**src/rtl/bram_port_arbiter_if.sv**
```systemverilog
// Client/BRAM bundle for bram_port_arbiter: per-client request buses, the shared
// read-return path, and the single physical BRAM port.
interface bram_port_arbiter_if #(
    parameter int NUM_CLIENTS = 2,
    parameter int ADDR_W      = 12,
    parameter int DATA_W      = 32,
    parameter int OWNER_W     = (NUM_CLIENTS > 1) ? $clog2(NUM_CLIENTS) : 1
);
    logic [NUM_CLIENTS-1:0]        req;
    logic [NUM_CLIENTS*ADDR_W-1:0] cl_addr;
    logic [NUM_CLIENTS*DATA_W-1:0] cl_dout;
    logic [NUM_CLIENTS-1:0]        cl_we;
    logic [NUM_CLIENTS-1:0]        gnt;
    logic [DATA_W-1:0]             rd_data;
    logic [NUM_CLIENTS-1:0]        rd_valid;
    logic [OWNER_W-1:0]            owner;
    logic                          busy;
    logic [ADDR_W-1:0]             BRAM_addr;
    logic [DATA_W-1:0]             BRAM_dout;
    logic [DATA_W-1:0]             BRAM_din;
    logic                          BRAM_we;

    // Clients plus the BRAM macro.
    modport master (
        output req, cl_addr, cl_dout, cl_we, BRAM_din,
        input  gnt, rd_data, rd_valid, owner, busy, BRAM_addr, BRAM_dout, BRAM_we
    );

    // The arbiter itself.
    modport slave (
        input  req, cl_addr, cl_dout, cl_we, BRAM_din,
        output gnt, rd_data, rd_valid, owner, busy, BRAM_addr, BRAM_dout, BRAM_we
    );
endinterface

```
**src/rtl/bram_port_arbiter.sv**
```systemverilog
// Lock-based N-client arbiter in front of one single-port BRAM, with fixed or
// round-robin priority, optional hold timeout and owner-tagged read returns.
module bram_port_arbiter #(
    parameter int NUM_CLIENTS   = 2,
    parameter int ADDR_W        = 12,
    parameter int DATA_W        = 32,
    parameter int READ_LATENCY  = 2,
    parameter int PRIORITY_MODE = 0,
    parameter int MAX_HOLD      = 0
) (
    input logic               Clk,
    input logic               ResetN,
    bram_port_arbiter_if.slave bus
);
    localparam int OWNER_W = (NUM_CLIENTS > 1) ? $clog2(NUM_CLIENTS) : 1;
    localparam int HOLD_W  = (MAX_HOLD > 0) ? $clog2(MAX_HOLD + 1) : 1;

    typedef enum logic {IDLE, GRANT} state_t;

    state_t                 state;
    logic [NUM_CLIENTS-1:0] gnt_r;
    logic [OWNER_W-1:0]     owner_r;
    logic                   busy_r;
    logic [OWNER_W-1:0]     rr_last;
    logic [HOLD_W-1:0]      hold_cnt;

    logic                   owner_req;
    logic                   owner_we;
    logic [NUM_CLIENTS-1:0] cand;
    logic                   any_other;
    logic [OWNER_W-1:0]     win;
    logic                   timeout;
    logic                   grant_now;
    logic                   drop_now;
    logic                   launch;

    logic                   vld_p [READ_LATENCY];
    logic [OWNER_W-1:0]     tag_p [READ_LATENCY];

    function automatic logic [OWNER_W-1:0] pick_fixed(input logic [NUM_CLIENTS-1:0] c);
        logic [OWNER_W-1:0] w;
        w = '0;
        for (int i = NUM_CLIENTS - 1; i >= 0; i--) begin
            if (c[i]) w = OWNER_W'(i);
        end
        return w;
    endfunction

    function automatic logic [OWNER_W-1:0] pick_rr(input logic [NUM_CLIENTS-1:0] c,
                                                   input logic [OWNER_W-1:0]     last);
        logic [OWNER_W-1:0] w;
        logic               found;
        int                 idx;
        w     = '0;
        found = 1'b0;
        for (int k = 1; k <= NUM_CLIENTS; k++) begin
            idx = (int'(last) + k) % NUM_CLIENTS;
            if (!found && c[idx]) begin
                w     = OWNER_W'(idx);
                found = 1'b1;
            end
        end
        return w;
    endfunction

    // Grant-cycle counter saturates at MAX_HOLD so a lone owner never wraps it.
    function automatic logic [HOLD_W-1:0] hold_inc(input logic [HOLD_W-1:0] c);
        if (MAX_HOLD == 0 || int'(c) >= MAX_HOLD) return c;
        return c + HOLD_W'(1);
    endfunction

    // gnt_r is the owner one-hot in GRANT and zero in IDLE, so it doubles as the owner mask.
    always_comb begin
        owner_req = |(bus.req & gnt_r);
        owner_we  = |(bus.cl_we & gnt_r);
        cand      = bus.req & ~gnt_r;
        any_other = |cand;
        win       = (PRIORITY_MODE == 1) ? pick_rr(cand, rr_last) : pick_fixed(cand);
        timeout   = (MAX_HOLD > 0) && owner_req && any_other && (int'(hold_cnt) >= MAX_HOLD);
        grant_now = any_other && ((state == IDLE) || !owner_req || timeout);
        drop_now  = (state == GRANT) && !owner_req && !any_other;
        launch    = busy_r && owner_req && !owner_we;
    end

    always_ff @(posedge Clk or negedge ResetN) begin
        if (!ResetN) begin
            state    <= IDLE;
            gnt_r    <= '0;
            owner_r  <= '0;
            busy_r   <= 1'b0;
            rr_last  <= OWNER_W'(NUM_CLIENTS - 1);
            hold_cnt <= '0;
        end else begin
            case (state)
                IDLE: begin
                    if (grant_now) begin
                        state    <= GRANT;
                        gnt_r    <= NUM_CLIENTS'(1) << win;
                        owner_r  <= win;
                        busy_r   <= 1'b1;
                        rr_last  <= win;
                        hold_cnt <= HOLD_W'(1);
                    end
                end
                GRANT: begin
                    if (grant_now) begin
                        gnt_r    <= NUM_CLIENTS'(1) << win;
                        owner_r  <= win;
                        rr_last  <= win;
                        hold_cnt <= HOLD_W'(1);
                    end else if (drop_now) begin
                        state    <= IDLE;
                        gnt_r    <= '0;
                        busy_r   <= 1'b0;
                        hold_cnt <= '0;
                    end else begin
                        hold_cnt <= hold_inc(hold_cnt);
                    end
                end
                default: state <= IDLE;
            endcase
        end
    end

    // Owner's slice goes straight to the BRAM; writes are suppressed on the release cycle.
    always_comb begin
        bus.BRAM_addr = '0;
        bus.BRAM_dout = '0;
        bus.BRAM_we   = 1'b0;
        if (busy_r) begin
            bus.BRAM_addr = bus.cl_addr[int'(owner_r)*ADDR_W +: ADDR_W];
            bus.BRAM_dout = bus.cl_dout[int'(owner_r)*DATA_W +: DATA_W];
            bus.BRAM_we   = owner_req & owner_we;
        end
    end

    // ---- read-token pipeline: stage p0 holds launches, last stage aligns with BRAM_din
    always_ff @(posedge Clk or negedge ResetN) begin
        if (!ResetN) begin
            for (int i = 0; i < READ_LATENCY; i++) vld_p[i] <= 1'b0;
        end else begin
            vld_p[0] <= launch;
            for (int i = 1; i < READ_LATENCY; i++) vld_p[i] <= vld_p[i-1];
        end
    end

    always_ff @(posedge Clk) begin
        tag_p[0] <= owner_r;
        for (int i = 1; i < READ_LATENCY; i++) tag_p[i] <= tag_p[i-1];
    end

    // ---- read return and registered status outputs
    always_comb begin
        bus.rd_valid = '0;
        if (vld_p[READ_LATENCY-1]) bus.rd_valid = NUM_CLIENTS'(1) << tag_p[READ_LATENCY-1];
        bus.rd_data = bus.BRAM_din;
        bus.gnt     = gnt_r;
        bus.owner   = owner_r;
        bus.busy    = busy_r;
    end
endmodule

```
**src/flat_wrapper.sv**
```systemverilog
// flat-port wrapper written by rule: the top's interface ports become plain ports
module bram_port_arbiter_flat 
#(
    parameter int NUM_CLIENTS   = 2,
    parameter int ADDR_W        = 12,
    parameter int DATA_W        = 32,
    parameter int READ_LATENCY  = 2,
    parameter int PRIORITY_MODE = 0,
    parameter int MAX_HOLD      = 0
)
  (Clk, ResetN, bus_req, bus_cl_addr, bus_cl_dout, bus_cl_we, bus_BRAM_din, bus_gnt, bus_rd_data, bus_rd_valid, bus_owner, bus_busy, bus_BRAM_addr, bus_BRAM_dout, bus_BRAM_we);
  bram_port_arbiter_if #(.NUM_CLIENTS(NUM_CLIENTS), .ADDR_W(ADDR_W), .DATA_W(DATA_W)) bus_i ();
  input logic Clk;
  input logic ResetN;
  input wire logic [$bits(bus_i.req)-1:0] bus_req;
  input wire logic [$bits(bus_i.cl_addr)-1:0] bus_cl_addr;
  input wire logic [$bits(bus_i.cl_dout)-1:0] bus_cl_dout;
  input wire logic [$bits(bus_i.cl_we)-1:0] bus_cl_we;
  input wire logic [$bits(bus_i.BRAM_din)-1:0] bus_BRAM_din;
  output wire logic [$bits(bus_i.gnt)-1:0] bus_gnt;
  output wire logic [$bits(bus_i.rd_data)-1:0] bus_rd_data;
  output wire logic [$bits(bus_i.rd_valid)-1:0] bus_rd_valid;
  output wire logic [$bits(bus_i.owner)-1:0] bus_owner;
  output wire logic [$bits(bus_i.busy)-1:0] bus_busy;
  output wire logic [$bits(bus_i.BRAM_addr)-1:0] bus_BRAM_addr;
  output wire logic [$bits(bus_i.BRAM_dout)-1:0] bus_BRAM_dout;
  output wire logic [$bits(bus_i.BRAM_we)-1:0] bus_BRAM_we;
  assign bus_i.req = bus_req;
  assign bus_i.cl_addr = bus_cl_addr;
  assign bus_i.cl_dout = bus_cl_dout;
  assign bus_i.cl_we = bus_cl_we;
  assign bus_i.BRAM_din = bus_BRAM_din;
  assign bus_gnt = bus_i.gnt;
  assign bus_rd_data = bus_i.rd_data;
  assign bus_rd_valid = bus_i.rd_valid;
  assign bus_owner = bus_i.owner;
  assign bus_busy = bus_i.busy;
  assign bus_BRAM_addr = bus_i.BRAM_addr;
  assign bus_BRAM_dout = bus_i.BRAM_dout;
  assign bus_BRAM_we = bus_i.BRAM_we;
  bram_port_arbiter #(.NUM_CLIENTS(NUM_CLIENTS), .ADDR_W(ADDR_W), .DATA_W(DATA_W), .READ_LATENCY(READ_LATENCY), .PRIORITY_MODE(PRIORITY_MODE), .MAX_HOLD(MAX_HOLD)) u_core (.Clk(Clk), .ResetN(ResetN), .bus(bus_i));
endmodule
```
**config.mk**
```make
export PLATFORM = sky130hd
export DESIGN_NAME = bram_port_arbiter_flat
export DESIGN_NICKNAME = d
export VERILOG_FILES = /design/src/rtl/bram_port_arbiter_if.sv /design/src/rtl/bram_port_arbiter.sv /design/src/flat_wrapper.sv
export SDC_FILE = /design/constraint.sdc
export NUM_CORES = 1
export LEC_CHECK = 0
export ABC_AREA = 0
export CAP_MARGIN = 20
export CORE_MARGIN = 2
export CORE_UTILIZATION = 24
export DETAILED_ROUTE_END_ITERATION = 16
export PLACE_DENSITY_LB_ADDON = 0.25
export SYNTH_ARGS = -nofsm -noshare
export SYNTH_HDL_FRONTEND = slang
export SYNTH_SLANG_ARGS = --single-unit
```
**constraint.sdc**
```tcl
create_clock -name Clk -period 1.7 [get_ports Clk]
set_clock_uncertainty 0.1 [all_clocks]
set_input_delay 0.425 -clock Clk [delete_from_list [all_inputs] [get_ports Clk]]
set_output_delay 0.425 -clock Clk [all_outputs]
set_load 0.005 [all_outputs]
```
==> flow_metrics.py, run 1 <==
metrics = {
    "grt": {
        "groute.usage.overall_pct": 16.6,
        "grt.overflow.total": 0,
        "grt_max_degree": 16,
        "grt_pass1_wl_um": 8460,
        "first_global_vias": 1554,
        "antenna_found_initial": 0,
    },
    "clocking": {
        "clock_latency_ps": 230,
        "numCtsBuffers": 3,
        "cts_root_buffer": "clkbuf_8",
        "cts_tree": "done",
        "cts_htree_levels": 1,
        "cts.sink_count": 9,
        "ctsHoldBuffers": 0,
        "clk_pin_slew_ps": 40,
        "clockBufferDepth": 2,
    },
    "logic_synthesis": {
        "synth_area_leaders": "mux2i_1 (30%), nor2b_1 (19%), buf_4 (17%)",
        "synthAdderAreaFrac_pct": 0,
        "synth_compound_area_share_pct": 6.68,
        "yosys.area.top_type": "mux2i_1",
        "synth-edff-count": 0,
        "synth-seq-cells": 9,
        "synth_top_family_by_area": "multiplexers",
        "async_reset_ff_share_pct": 77.8,
        "ys_seq_area_share_pct": 14.7,
        "synth_area_um2": 1460,
        "synth_top_flop_cell": "dfrtp_1",
        "synthSimpleGateAreaFrac_pct": 23.8,
        "yosysUniqueCellTypes": 24,
        "synthTopCellsByCount": "nor2b_1 (45), mux2i_1 (44), buf_4 (33)",
        "syn_nets": 300,
        "yosysMostFrequentCell": "nor2b_1",
        "synth-xor-area-share_pct": 0,
        "synthMuxAreaShare_pct": 30.1,
        "yosys_warnings": 0,
        "netlist.area_leader.share_pct": 30.1,
        "syn_avg_cell_area_um2": 8.40,
        "syn_inst": 174,
    },
    "critical_path": {
        "crit_arrival_ps": 1410,
        "worstSetupPathType": "reg2out",
        "path_cells": "buf_6 > buf_6 > buf_16 > mux2i_1 > nor2b_1 > buf_2",
        "cp-start-kind": "flip-flop",
        "endpoint_kind": "output port",
        "worst_path_most_repeated_cell": "buf_6",
        "crit_fanout": 5,
        "cp_slowest_cell": "dfrtp_2",
        "cpPeakStageDelay_ps": 410,
        "cp.required_ps": 1170,
    },
    "floorplan": {
        "start_util_pct": 24.8,
        "io-pin-count": 209,
        "chipHeight_um": 82.0,
        "die_width_um": 82.0,
        "die_area_um2": 6730,
        "rows": 28,
        "core_area_um2": 5890,
    },
    "routing": {
        "wl_met2_um": 2940,
        "first_pass_iters": 4,
        "highest_layer": "met4",
        "via_per_inst": 4.42,
        "wl_per_cell_um": 16.1,
        "ant_nets": 0,
        "wl_met1_um": 2250,
        "vias": 1679,
        "drcViolationCount": 0,
        "wl_met3_um": 811,
        "drt_wl_total_um": 6110,
        "drt_iter0_drc": 24,
    },
    "pwr": {
        "leakage_nw": 1.39,
        "irDropWorstVdd_mv": 0.373,
        "fin_total_pwr_w": 0.00246,
        "pwr_density_cell_nw_per_um2": 874,
    },
    "cells_and_area": {
        "fin_cells": 380,
        "fin_area_um2": 2820,
        "antenna_cells": 0,
        "syn_to_final_growth_pct": 92.7,
        "drive_gt1_share_pct": 27.5,
        "finalNetCount": 432,
    },
    "timing": {
        "maxSlewHeadroom_pct": 79.1,
        "max_clock_freq_ghz": 0.516,
        "hold_slack_ps": 222,
        "rsz0062_at_grt": "true",
        "slew_violations": 0,
        "fin_crit_sh_pct": 114,
        "fin_ws_ps": -240,
        "tightest_slew_ps": 312,
        "setup_violations": 45,
        "period_minus_slack_ps": 1940,
        "hold_viol": 0,
    },
    "placed_design": {
        "placed_area_um2": 2780,
        "place.gp.congestion": 0.820,
        "hpwl_um": 4500,
        "port-buffer-count": 144,
        "place_inst": 361,
    },
    "run_status": {
        "violations": "negative setup slack",
        "status": "finished with violations",
    },
    "job": {
        "maxCapViolations": 0,
    },
    "hold_path": {
        "hold_class": "reg2reg",
    },
}
[power by group]
| part | internal (W) | switching, W |
|---|---|---|
| Sequential | 0.000270 | 0.0000453 |
| Combinational | 0.00115 | 0.000751 |
| Clock | 0.000163 | 0.0000788 |
[critical path: cells and delay by family (launching register included)]
family                 cells  cell delay, ps
multiplexers               1             110
buffers and inverters      4             530
flip-flops                 1             410
AND/OR/NAND/NOR            1             140
[worst paths after layout]
kind	cells after the start	to	start	slack (ps)
min	0	u_core.tag_p[0][1]	u_core.tag_p[0][0]	220
min in group asynchronous	1	u_core.bus.gnt[0]	ResetN	350
max in group asynchronous	1	u_core.bus.busy	ResetN	890
max	6	bus_BRAM_addr[2]	u_core.bus.owner	-240
min reg2reg	0	u_core.tag_p[0][1]	u_core.tag_p[0][0]	220
max reg2reg	4	u_core.bus.owner	u_core.bus.gnt[1]	410
[per-layer routing]
layer,GRT usage [%],up-vias
li1,-,812
met4,5.33,0
met1,18.0,751
met2,29.6,100
met5,0,-
met3,6.15,16
[layout by cell type, fill, tap and decap left out, types with 2 or more instances in the layout]
cell type / netlist / routed
buf_8: 0 / 3
buf_16: 0 / 2
mux2i_1: 44 / 41
dlymetal6s2s_1: 0 / 2
dfrtp_2: 0 / 2
a21oi_1: 7 / 7
nor2b_1: 45 / 44
buf_4: 33 / 12
nand2b_1: 3 / 3
clkdlybuf4s50_1: 0 / 88
nand3_1: 2 / 2
buf_2: 3 / 46
clkbuf_8: 0 / 3
mux2i_2: 0 / 3
o21ai_0: 4 / 4
dlygate4sd2_1: 0 / 7
inv_1: 3 / 3
nor2_1: 3 / 2
dfxtp_1: 2 / 2
dfrtp_1: 7 / 5
buf_6: 1 / 7
clkdlybuf4s15_1: 0 / 2
[kinds of logic (layout without fill, tap and decap cells)]
kind of cell | count (synthesis) | after routing
AO/OA/AOI/OAI | 16 | 16
buffers and inverters | 47 | 178
flip-flops | 9 | 9
multiplexers | 44 | 44
AND/OR/NAND/NOR | 58 | 58
[registers in the layout, summed over array words and instances, names as in the netlist]
signal / flops
u_core.vld_p: 2
u_core.bus.gnt: 2
u_core.bus.busy: 1
u_core.state: 1
u_core.tag_p: 2
u_core.bus.owner: 1
[repair_timing]
item	CTS	global route
buffers inserted	11	3
gates resized for setup	202	18
gates cloned	5	1
endpoints found under the setup margin	50	47
pin swaps	3	2
[layout make-up]
type                       count  area, um2
clock buffer                   4       45.0
fill                         594       3070
inverter                       3       11.3
multi-input combinational    118        910
sequential                     9        218
tap                           75       93.8
timing repair buffer         171       1540
[stage by stage]
step           util [%]  setup WS [ps]  setup TNS (ps)
4_1_cts            48.4           -254           -8100
5_1_grt            47.9           -300           -9140
6_report           47.9           -240           -6080
2_1_floorplan         -            226               0
3_3_place_gp       47.2           -586          -17840
3_5_place_dp       47.2           -564          -18330
Note: power is estimated with default switching activity, not from simulation.
==> run 2: changes to the inputs <==
--- a/config.mk
+++ b/config.mk
@@ -7,8 +7,10 @@
 export LEC_CHECK = 0
 export ABC_AREA = 0
 export CAP_MARGIN = 20
+export CELL_PAD_IN_SITES_DETAIL_PLACEMENT = 0
+export CELL_PAD_IN_SITES_GLOBAL_PLACEMENT = 1
 export CORE_MARGIN = 2
-export CORE_UTILIZATION = 24
+export CORE_UTILIZATION = 15
 export DETAILED_ROUTE_END_ITERATION = 16
 export PLACE_DENSITY_LB_ADDON = 0.25
 export SYNTH_ARGS = -nofsm -noshare
==> flow_metrics.py, run 2 (synthesis gave the netlist of run 1 again) <==
metrics = {
    "routing": {
        "first_pass_iters": 4,
        "drcViolationCount": 0,
        "ant_nets": 0,
        "vias": 1668,
        "wl_per_cell_um": 13.2,
        "via_per_inst": 3.86,
        "drt_iter0_drc": 20,
        "drt_wl_total_um": 5710,
    },
    "critical_path": {
        "endpoint_kind": "output port",
        "crit_arrival_ps": 1370,
        "worstSetupPathType": "reg2out",
        "crit_fanout": 6,
        "cp-start-kind": "flip-flop",
        "cp.required_ps": 1170,
    },
    "hold_path": {
        "hold_class": "reg2reg",
    },
    "clocking": {
        "cts.sink_count": 9,
        "numCtsBuffers": 3,
        "clockBufferDepth": 2,
        "ctsHoldBuffers": 0,
        "cts_tree": "done",
        "cts_htree_levels": 1,
        "clock_latency_ps": 230,
        "cts_root_buffer": "clkbuf_8",
        "clk_pin_slew_ps": 50,
    },
    "floorplan": {
        "start_util_pct": 15.2,
        "die_area_um2": 10500,
        "rows": 36,
        "die_width_um": 103,
        "io-pin-count": 209,
        "core_area_um2": 9590,
        "chipHeight_um": 103,
    },
    "cells_and_area": {
        "antenna_cells": 0,
        "drive_gt1_share_pct": 21.7,
        "final_util_pct": 29.9,
        "fill_cells": 1070,
        "finalNetCount": 426,
        "syn_to_final_growth_pct": 96.4,
        "final_common_cell": "clkdlybuf4s50_1",
        "final_cell_mix": "clkdlybuf4s50_1 (89), nor2b_1 (45), mux2i_1 (42), buf_2 (26), dlygate4sd2_1 (11)",
    },
    "pwr": {
        "pwr_density_cell_nw_per_um2": 827,
        "irDropWorstVdd_mv": 0.220,
        "leakage_nw": 1.41,
    },
    "placed_design": {
        "place.gp.congestion": 0.661,
        "hpwl_um": 4250,
        "pre_cts_ws_ps": -585,
        "port-buffer-count": 144,
    },
    "timing": {
        "rsz0062_at_grt": "true",
        "setup_tns_ps": -4340,
        "tightest_slew_ps": 360,
        "max_clock_freq_ghz": 0.527,
        "hold_viol": 0,
        "fin_ws_ps": -199,
        "slew_violations": 0,
        "fin_crit_sh_pct": 112,
        "setup_violations": 44,
        "maxSlewHeadroom_pct": 75.9,
        "period_minus_slack_ps": 1900,
    },
    "run_status": {
        "violations": "negative setup slack",
        "status": "finished with violations",
    },
    "grt": {
        "grt_max_degree": 26,
        "grt.overflow.total": 0,
        "first_global_vias": 1472,
        "groute.usage.overall_pct": 8.83,
        "grt_pass1_wl_um": 7300,
        "antenna_found_initial": 0,
    },
    "job": {
        "maxCapViolations": 0,
    },
}
[run 2: worst max-delay path, stage by stage (launching register included)]
cell	delay (ps)
dfrtp_2	440
buf_6	150
clkbuf_16	160
mux2i_1	110
nor2b_1	140
buf_2	130
[run 2: repair_timing]
item	4_1_cts	5_1_grt
endpoints found under the setup margin	51	46
gates resized for setup	87	73
gates cloned	1	3
buffers inserted	2	4
pin swaps	3	2
[run 2: cell type report]
class                           count  area [um2]  area share [%]
Clock buffer                        4        45.0            1.57
Inverter                            3        11.3           0.392
Multi-Input combinational cell    118         907            31.6
Sequential cell                     9         218            7.59
Tap cell                          133         166            5.80
Timing Repair Buffer              165        1520            53.1
[run 2: layer usage]
layer,part of all wire (%),GRT usage (%)
met5,0,0
met4,2.7,4.31
met3,15,2.71
met2,46,15.9
met1,36,9.32
[run 2: report_power, final]
part | internal (W) | total [W] | switching (W)
logic | 0.00110 | 0.00180 | 0.000701
clock network | 0.000163 | 0.000245 | 0.0000822
registers | 0.000270 | 0.000325 | 0.0000552
[run 2: worst paths after layout]
| path | startpoint | end | slack, ps | cells past startpoint |
|---|---|---|---|---|
| max | u_core.bus.owner | bus_BRAM_addr[10] | -200 | 5 |
| max in group asynchronous | ResetN | u_core.bus.owner | 850 | 1 |
| min in group asynchronous | ResetN | u_core.bus.gnt[1] | 370 | 1 |
| max reg2reg | u_core.bus.gnt[1] | u_core.bus.owner | 300 | 5 |
| min reg2reg | u_core.tag_p[0][0] | u_core.tag_p[0][1] | 230 | 0 |
| min | u_core.tag_p[0][0] | u_core.tag_p[0][1] | 230 | 0 |
[run 2: metrics by stage]
step           total power (W)  hold slack [ps]  std cells  cell area [um2]
2_1_floorplan          0.00127             29.4        174             1460
3_3_place_gp           0.00214              215        419             2820
3_5_place_dp           0.00213              219        419             2820
4_1_cts                0.00232              229        426             2860
5_1_grt                0.00256              251        432             2870
6_report               0.00237              226        432             2870
==> run 3: changes to the inputs <==
--- a/config.mk
+++ b/config.mk
@@ -13,6 +13,7 @@
 export CORE_UTILIZATION = 15
 export DETAILED_ROUTE_END_ITERATION = 16
 export PLACE_DENSITY_LB_ADDON = 0.25
+export SETUP_SLACK_MARGIN = 0.15
 export SYNTH_ARGS = -nofsm -noshare
 export SYNTH_HDL_FRONTEND = slang
 export SYNTH_SLANG_ARGS = --single-unit
==> flow_metrics.py, run 3 (synthesis gave the netlist of run 1 again) <==
metrics = {
    "timing": {
        "fin_crit_sh_pct": 112,
        "rsz0062_at_grt": "true",
        "period_minus_slack_ps": 1910,
        "setup_violations": 43,
        "hold_viol": 0,
        "fin_ws_ps": -208,
        "maxSlewHeadroom_pct": 76.0,
        "tightest_slew_ps": 359,
        "max_clock_freq_ghz": 0.524,
        "slew_violations": 0,
    },
    "placed_design": {
        "hpwl_um": 4250,
        "port-buffer-count": 144,
        "placed_area_um2": 2820,
        "place.gp.congestion": 0.661,
    },
    "pwr": {
        "irDropWorstVdd_mv": 0.241,
        "pwr_density_cell_nw_per_um2": 833,
        "leakage_nw": 1.44,
    },
    "routing": {
        "ant_nets": 0,
        "drcViolationCount": 0,
        "drt_wl_total_um": 5750,
        "wl_per_cell_um": 13.2,
        "via_per_inst": 3.86,
        "first_pass_iters": 4,
        "drt_iter0_drc": 26,
        "vias": 1684,
    },
    "run_status": {
        "status": "finished with violations",
        "violations": "negative setup slack",
    },
    "clocking": {
        "clock_latency_ps": 230,
        "clk_pin_slew_ps": 50,
        "cts.sink_count": 9,
        "ctsHoldBuffers": 0,
        "cts_root_buffer": "clkbuf_8",
        "clockBufferDepth": 2,
        "numCtsBuffers": 3,
        "cts_tree": "done",
        "cts_htree_levels": 1,
    },
    "floorplan": {
        "io-pin-count": 209,
        "die_width_um": 103,
        "rows": 36,
        "die_area_um2": 10500,
        "start_util_pct": 15.2,
        "core_area_um2": 9590,
        "chipHeight_um": 103,
    },
    "hold_path": {
        "whs_endpoint": "u_core.tag_p[0][1]",
        "hold_class": "reg2reg",
        "holdPathStages": 0,
        "hp-start": "u_core.tag_p[0][0]",
    },
    "grt": {
        "antenna_found_initial": 0,
        "groute.usage.overall_pct": 8.87,
        "grt_pass1_wl_um": 7320,
        "first_global_vias": 1474,
        "grt_max_degree": 26,
        "grt.overflow.total": 0,
    },
    "critical_path": {
        "endpoint_kind": "output port",
        "reg2reg_from": "u_core.bus.gnt[1]",
        "worstSetupPathType": "reg2out",
        "crit_fanout": 6,
        "worstRegToRegCells": 5,
        "r2r_slack_ps": 290,
        "crit_arrival_ps": 1380,
        "cp.required_ps": 1170,
        "r2r-end": "u_core.bus.owner",
        "cp-start-kind": "flip-flop",
    },
    "cells_and_area": {
        "syn_to_final_growth_pct": 99.9,
        "drive_gt1_share_pct": 24.4,
        "finalNetCount": 430,
        "fin_area_um2": 2920,
        "final_cell_mix": "clkdlybuf4s50_1 (89), nor2b_1 (45), mux2i_1 (42), buf_2 (26)",
        "final_util_pct": 30.5,
        "final_common_cell": "clkdlybuf4s50_1",
        "fill_cells": 1059,
        "antenna_cells": 0,
    },
    "job": {
        "maxCapViolations": 0,
    },
}
run 3: changes by cell type in the layout (fill, tap and decap cells not counted), sizes merged:
cell | before | now
clkbuf | 15 | 17
buf | 46 | 51
dlygate4sd2 | 11 | 7
clkdlybuf4s15 | 1 | 2
run 3: how the worst max path moves through the flow:
stage,start,slack (ps),endpoint
after detailed placement,bus_req[1],-590,bus_BRAM_we
after floorplan,u_core.bus.owner,230,bus_BRAM_addr[10]
after global routing,u_core.bus.owner,-270,bus_BRAM_addr[9]
after global placement,bus_req[1],-580,bus_BRAM_we
after CTS,u_core.bus.owner,-450,bus_BRAM_dout[30]
final,u_core.bus.owner,-210,bus_BRAM_addr[10]
run 3: power breakdown:
group          internal, W  switching (W)  leakage [nW]
sequential        0.000270      0.0000539        0.0975
combinational      0.00115       0.000716          1.32
clock             0.000163      0.0000827        0.0228
total              0.00158       0.000853          1.44
run 3: timing repair:
action / in CTS / in global routing
pin swaps: 3 / 2
gates cloned: 2 / 3
gates resized for setup: 94 / 83
endpoints found under the setup margin: 51 / 50
buffers inserted: 2 / 6
run 3: final cells by class:
| cell class | instances | area [um2] | share of cell area, % |
|---|---|---|---|
| clock buffers | 4 | 45.0 | 1.54 |
| repair buffers | 169 | 1560 | 53.5 |
| flip-flops and latches | 9 | 218 | 7.45 |
| multi-input cells | 118 | 917 | 31.4 |
| well taps | 133 | 166 | 5.70 |
| inverters | 3 | 11.3 | 0.385 |
run 3: critical path, stage by stage, from the launching register on:
cell and delay [ps]:
dfrtp_2 440, buf_6 150, clkbuf_16 160, mux2i_1 110, nor2b_1 150, buf_2 140
run 3: per-layer routing:
| metal | routed length [um] | part of all wire (%) | GRT usage, % | vias up |
|---|---|---|---|---|
| li1 | - | - | - | 812 |
| met1 | 2020 | 35 | 9.41 | 742 |
| met2 | 2720 | 47 | 15.9 | 110 |
| met3 | 852 | 15 | 2.71 | 20 |
| met4 | 153 | 2.7 | 4.31 | 0 |
| met5 | 0 | 0 | 0 | - |
run 3: metrics by stage:
| step | setup TNS (ps) | worst slack, ps | cells | hold WS [ps] | power (W) |
|---|---|---|---|---|---|
| 2_1_floorplan | 0 | 226 | 174 | 29.4 | 0.00127 |
| 3_3_place_gp | -17900 | -581 | 419 | 215 | 0.00214 |
| 3_5_place_dp | -18020 | -585 | 419 | 219 | 0.00213 |
| 4_1_cts | -11850 | -451 | 427 | 229 | 0.00234 |
| 5_1_grt | -7530 | -266 | 436 | 251 | 0.00263 |
| 6_report | -4440 | -208 | 436 | 226 | 0.00243 |
